$ cat config.mk
export PLATFORM = sky130hd
export DESIGN_NAME = seq_detect_ctrl
export DESIGN_NICKNAME = d
export VERILOG_FILES = /design/src/rtl/seq_detect_ctrl.sv
export SDC_FILE = /design/constraint.sdc
export NUM_CORES = 1
export LEC_CHECK = 0
export BUFFER_PORTS_ARGS = -buffer_cell sky130_fd_sc_hd__buf_2
export CORE_MARGIN = 3
export CORE_UTILIZATION = 54
export DETAILED_ROUTE_END_ITERATION = 12
export GPL_TIMING_DRIVEN = 0
export PLACE_DENSITY = 0.74
export SLEW_MARGIN = 20
export SYNTH_ARGS = -nofsm -noshare
export SYNTH_HDL_FRONTEND = slang
export SYNTH_SLANG_ARGS = --single-unit
$ cat constraint.sdc
create_clock -name clock -period 2 [get_ports clock]
set_input_delay 0.1 -clock clock [delete_from_list [all_inputs] [get_ports clock]]
set_output_delay 0.1 -clock clock [all_outputs]
set_load 0.03 [all_outputs]
$ cat src/rtl/seq_detect_ctrl.sv
// Frame sequencer for a serial Mealy sequence detector: clear, shift MSB-first, count hits.
// Optional first-hit index output enabled by defining SEQ_CTRL_FIRSTPOS_EN.
`timescale 1ns/1ps

module seq_detect_ctrl #(
    parameter  int DATA_W = 16,
    parameter  int CNT_W  = 8,
    localparam int LEN_W  = $clog2(DATA_W + 1)
) (
    input  logic              clock,
    input  logic              reset,
    input  logic              start,
    input  logic [DATA_W-1:0] frame_in,
    input  logic [LEN_W-1:0]  len_in,
    output logic              busy,
    output logic              done,
    output logic [CNT_W-1:0]  hit_count,
    output logic              det_clr,
    output logic              det_x,
    output logic              det_valid,
    input  logic              det_y
`ifdef SEQ_CTRL_FIRSTPOS_EN
    ,
    output logic [LEN_W-1:0]  first_pos
`endif
);

    typedef enum logic [1:0] {
        S_IDLE,
        S_CLEAR,
        S_SHIFT,
        S_DONE
    } state_t;

    state_t              r_state;
    state_t              w_next;
    logic [DATA_W-1:0]   r_shift;
    logic [LEN_W-1:0]    r_len;
    logic [LEN_W-1:0]    r_bitcnt;
    logic [CNT_W-1:0]    r_hits;
    logic [LEN_W-1:0]    w_len_clamp;
    logic                w_last;
    logic                w_sat;

    assign w_len_clamp = (len_in > LEN_W'(DATA_W)) ? LEN_W'(DATA_W) : len_in;
    assign w_last      = (r_bitcnt == (r_len - LEN_W'(1)));
    assign w_sat       = &r_hits;
    assign hit_count   = r_hits;

    always_comb begin
        w_next    = r_state;
        busy      = 1'b0;
        done      = 1'b0;
        det_clr   = 1'b0;
        det_x     = 1'b0;
        det_valid = 1'b0;
        case (r_state)
            S_IDLE: begin
                if (start) w_next = S_CLEAR;
            end
            // An empty frame still spends this cycle so done timing is uniform,
            // but the detector is left untouched.
            S_CLEAR: begin
                busy    = 1'b1;
                det_clr = (r_len != '0);
                w_next  = (r_len == '0) ? S_DONE : S_SHIFT;
            end
            S_SHIFT: begin
                busy      = 1'b1;
                det_valid = 1'b1;
                det_x     = r_shift[DATA_W-1];
                if (w_last) w_next = S_DONE;
            end
            S_DONE: begin
                done   = 1'b1;
                w_next = S_IDLE;
            end
            default: w_next = S_IDLE;
        endcase
    end

`ifdef SEQ_CTRL_FIRSTPOS_EN
    logic [LEN_W-1:0] r_first;
    assign first_pos = r_first;
`endif

    always_ff @(posedge clock or negedge reset) begin
        if (!reset) begin
            r_state  <= S_IDLE;
            r_shift  <= '0;
            r_len    <= '0;
            r_bitcnt <= '0;
            r_hits   <= '0;
`ifdef SEQ_CTRL_FIRSTPOS_EN
            r_first  <= '1;
`endif
        end else begin
            r_state <= w_next;
            case (r_state)
                S_IDLE: begin
                    if (start) begin
                        r_shift <= frame_in;
                        r_len   <= w_len_clamp;
                    end
                end
                S_CLEAR: begin
                    r_hits   <= '0;
                    r_bitcnt <= '0;
`ifdef SEQ_CTRL_FIRSTPOS_EN
                    r_first  <= '1;
`endif
                end
                S_SHIFT: begin
                    r_shift  <= {r_shift[DATA_W-2:0], 1'b0};
                    r_bitcnt <= r_bitcnt + 1'b1;
                    if (det_y && !w_sat) r_hits <= r_hits + 1'b1;
`ifdef SEQ_CTRL_FIRSTPOS_EN
                    if (det_y && (&r_first)) r_first <= r_bitcnt;
`endif
                end
                default: ;
            endcase
        end
    end

endmodule
==> results.yml <==
status:
  status: "completed"
yosys:
  synth-seq-cells: 36
  syn_avg_cell_area_um2: 9.29
  ys_top_cells_by_area: "dfrtp_1, mux2i_1, o21ai_0"
  syn_nets: 242
  netlist-cell-type-count: 38
  ys_async_sr_fraction_pct: 100
  synth_top_area_share_pct: 46.2
  synth_top_family_by_area: "simple AND/OR/NAND/NOR gates"
  yosysWarningCount: 0
  synth_compound_area_share_pct: 15.6
  netlist_instances: 210
  synth_area_um2: 1950
  synth_edf_count: 0
  muxShareOfSynthArea_pct: 8.79
  yosysSeqAreaShare_pct: 46.2
  yosys_most_used_dff: "dfrtp_1"
  synth_xor_area_share_pct: 4.04
  synth_adder_area_share_pct: 4.49
  synth_top_area_cell: "dfrtp_1"
  synthSimpleGateAreaFrac_pct: 17.3
timing:
  setup_violations: 0
  final_max_slew_viol_count: 0
  whs_ns: 0.0182
  hold_viol_final: 0
  max_freq_mhz: 527
  fin_tns_setup_ns: 0
  slew_headroom_pct: 46.6
  worstMarginPinSlew_ns: 0.800
  setup_ws_ns: 0.102
  period_share_pct: 94.9
  period_minus_slack_ns: 1.90
  skew_ns: 0.0130
route:
  antenna_left: 0
  wire_per_inst_um: 12.9
  drt-pass1-iter-count: 4
  routed_wl_um: 3960
  drcViolationCount: 0
  vias_per_cell: 5.28
  vias: 1622
  drtIter0Drc: 74
clocking:
  htreeDepth: 2
  insertion_delay_ns: 0.35
  clock_sinks: 36
  cts_tree: "done"
  path_clk_slew_ns: 0.11
  cts_buffer_depth: 2
  clockRootBuffer: "clkbuf_4"
  cts_buffers: 5
global_routing:
  grt_max_degree: 37
  grt_pass1_wl_um: 6480
  globalRouteOverflowTotal: 0
  grtUsageTotal_pct: 19.5
  antenna_found_initial: 0
  first_global_vias: 1507
final_layout:
  instances_no_fill: 307
  final_common_cell: "buf_2"
  area_delta_synth_final_pct: 20.8
  nets: 292
  layout_common_cells: "buf_2, dfrtp_1, nand2_1"
  final_area_um2: 2360
  fin_util_pct: 69.0
  layout-drive-gt1-share_pct: 24.1
  fill_cells: 292
  num_antenna_cells: 0
power_and_ir_drop:
  p_int_mw: 1.96
  power_frac_comb_pct: 50.0
  finalPower_mw: 3.38
  p_leak_nw: 1.12
  clkPwrFrac_pct: 14.9
  switchingPower_mw: 1.42
  p_per_area_nw_per_um2: 1440
  vdd_drop_max_mv: 0.985
  pwr-share-seq_pct: 35.1
  power.share.switching_pct: 42.1
worst_hold_path:
  min_path_type: "in -> reg"
  hold_path_startpoint: "len_in[0]"
place:
  io_buffers: 37
  pre_cts_ws_ns: 0.0229
  dpl-instance-area_um2: 2190
  dp.cells: 293
  dpl.hpwl_um: 2840
  gp_routability_congestion: 0.807
critical_path:
  startpoint_type: "flop"
  crit_arrival_ns: 2.17
  rr_startpoint: "r_len[0]"
  required_ns: 2.28
  worstPathMaxFanout: 4
  cp-startpoint: "r_len[0]"
  crit_path_end_kind: "flop"
  crit_type: "reg -> reg"
floorplan:
  top_level_ports: 38
  fp.dieH_um: 66.1
  die_area_um2: 4370
  die_w_um: 66.1
  initial_utilization_pct: 57.1
  rows: 21
  coreArea_um2: 3420
flow_run:
  maxCapViolCount: 0
[cells in the mapped netlist, types with 2 or more instances]
| master | n |
|---|---|
| a21oi_1 | 4 |
| a31oi_1 | 3 |
| and2_1 | 3 |
| buf_2 | 2 |
| clkbuf_1 | 5 |
| dfrtp_1 | 36 |
| ha_1 | 7 |
| inv_1 | 10 |
| mux2i_1 | 16 |
| nand2_1 | 35 |
| nand2b_1 | 5 |
| nand3_1 | 6 |
| nor2_1 | 9 |
| nor2b_1 | 5 |
| o21ai_0 | 32 |
| o21ai_1 | 3 |
| xnor2_1 | 5 |
| xor2_1 | 4 |
[what timing repair did]
| action | in CTS | in global routing |
|---|---|---|
| setup buffers | 0 | 4 |
| hold endpoints to repair | 37 | 0 |
| resized for setup | 4 | 12 |
| hold buffers | 2 | 0 |
| setup endpoints to repair | 1 | 19 |
| pin swaps | 0 | 0 |
| gates cloned | 0 | 0 |
[critical path: stages (launching register included)]
cell,delay [ns]
dfrtp_1,0.42
inv_1,0.08
ha_2,0.20
nor3b_4,0.20
a21oi_1,0.10
or3_1,0.39
o211a_1,0.24
a211oi_2,0.19
[cell type report]
class / instances / area [um^2] / share of cell area, %
inverters: 10 / 37.5 / 1.59
clock buffers: 6 / 41.3 / 1.75
clock inverters: 2 / 35.0 / 1.49
plain buffers: 8 / 46.3 / 1.96
multi-input cells: 156 / 1000 / 42.5
well taps: 46 / 57.6 / 2.44
repair buffers: 43 / 235 / 9.98
flip-flops and latches: 36 / 901 / 38.2
[sequential cells by signal (all words and copies together), names as in the netlist]
name / cells
hit_count: 8
r_bitcnt: 5
r_len: 5
r_shift: 16
r_state: 2
[power by group through the flow]
stage / Clock (mW) / Combinational, mW / Sequential (mW)
after floorplan: 0 / 1.20 / 1.17
after global placement: 0 / 1.53 / 1.18
after detailed placement: 0 / 1.56 / 1.19
after CTS: 0.518 / 1.59 / 1.18
after global routing: 0.542 / 1.90 / 1.23
final: 0.504 / 1.69 / 1.19
[kinds of logic after synthesis]
kind of cell	Yosys count
simple gates	71
compound gates	52
flops	36
buf+inv	18
mux	17
xor+xnor	9
fa+ha+maj	7
[path summary, 6_finish.rpt]
| check | end | slack, ns | depth (start not counted) |
|---|---|---|---|
| setup reg to reg | r_state[0] | 0.10 | 7 |
| min in group asynchronous | hit_count[6] | 0.37 | 2 |
| hold / removal | r_len[0] | 0.02 | 3 |
| hold reg to reg | r_shift[15] | 0.48 | 2 |
| max in group asynchronous | r_bitcnt[1] | 1.12 | 2 |
| setup / recovery | r_state[0] | 0.10 | 7 |
[routing by layer]
metal	wire, um	up-vias	global-route usage, %
met5	0	-	0
met4	61	0	8.63
met3	196	7	5.44
met2	1860	36	30.5
met1	1840	756	24.9
li1	-	823	-
Power figures use the tool's default switching activity.
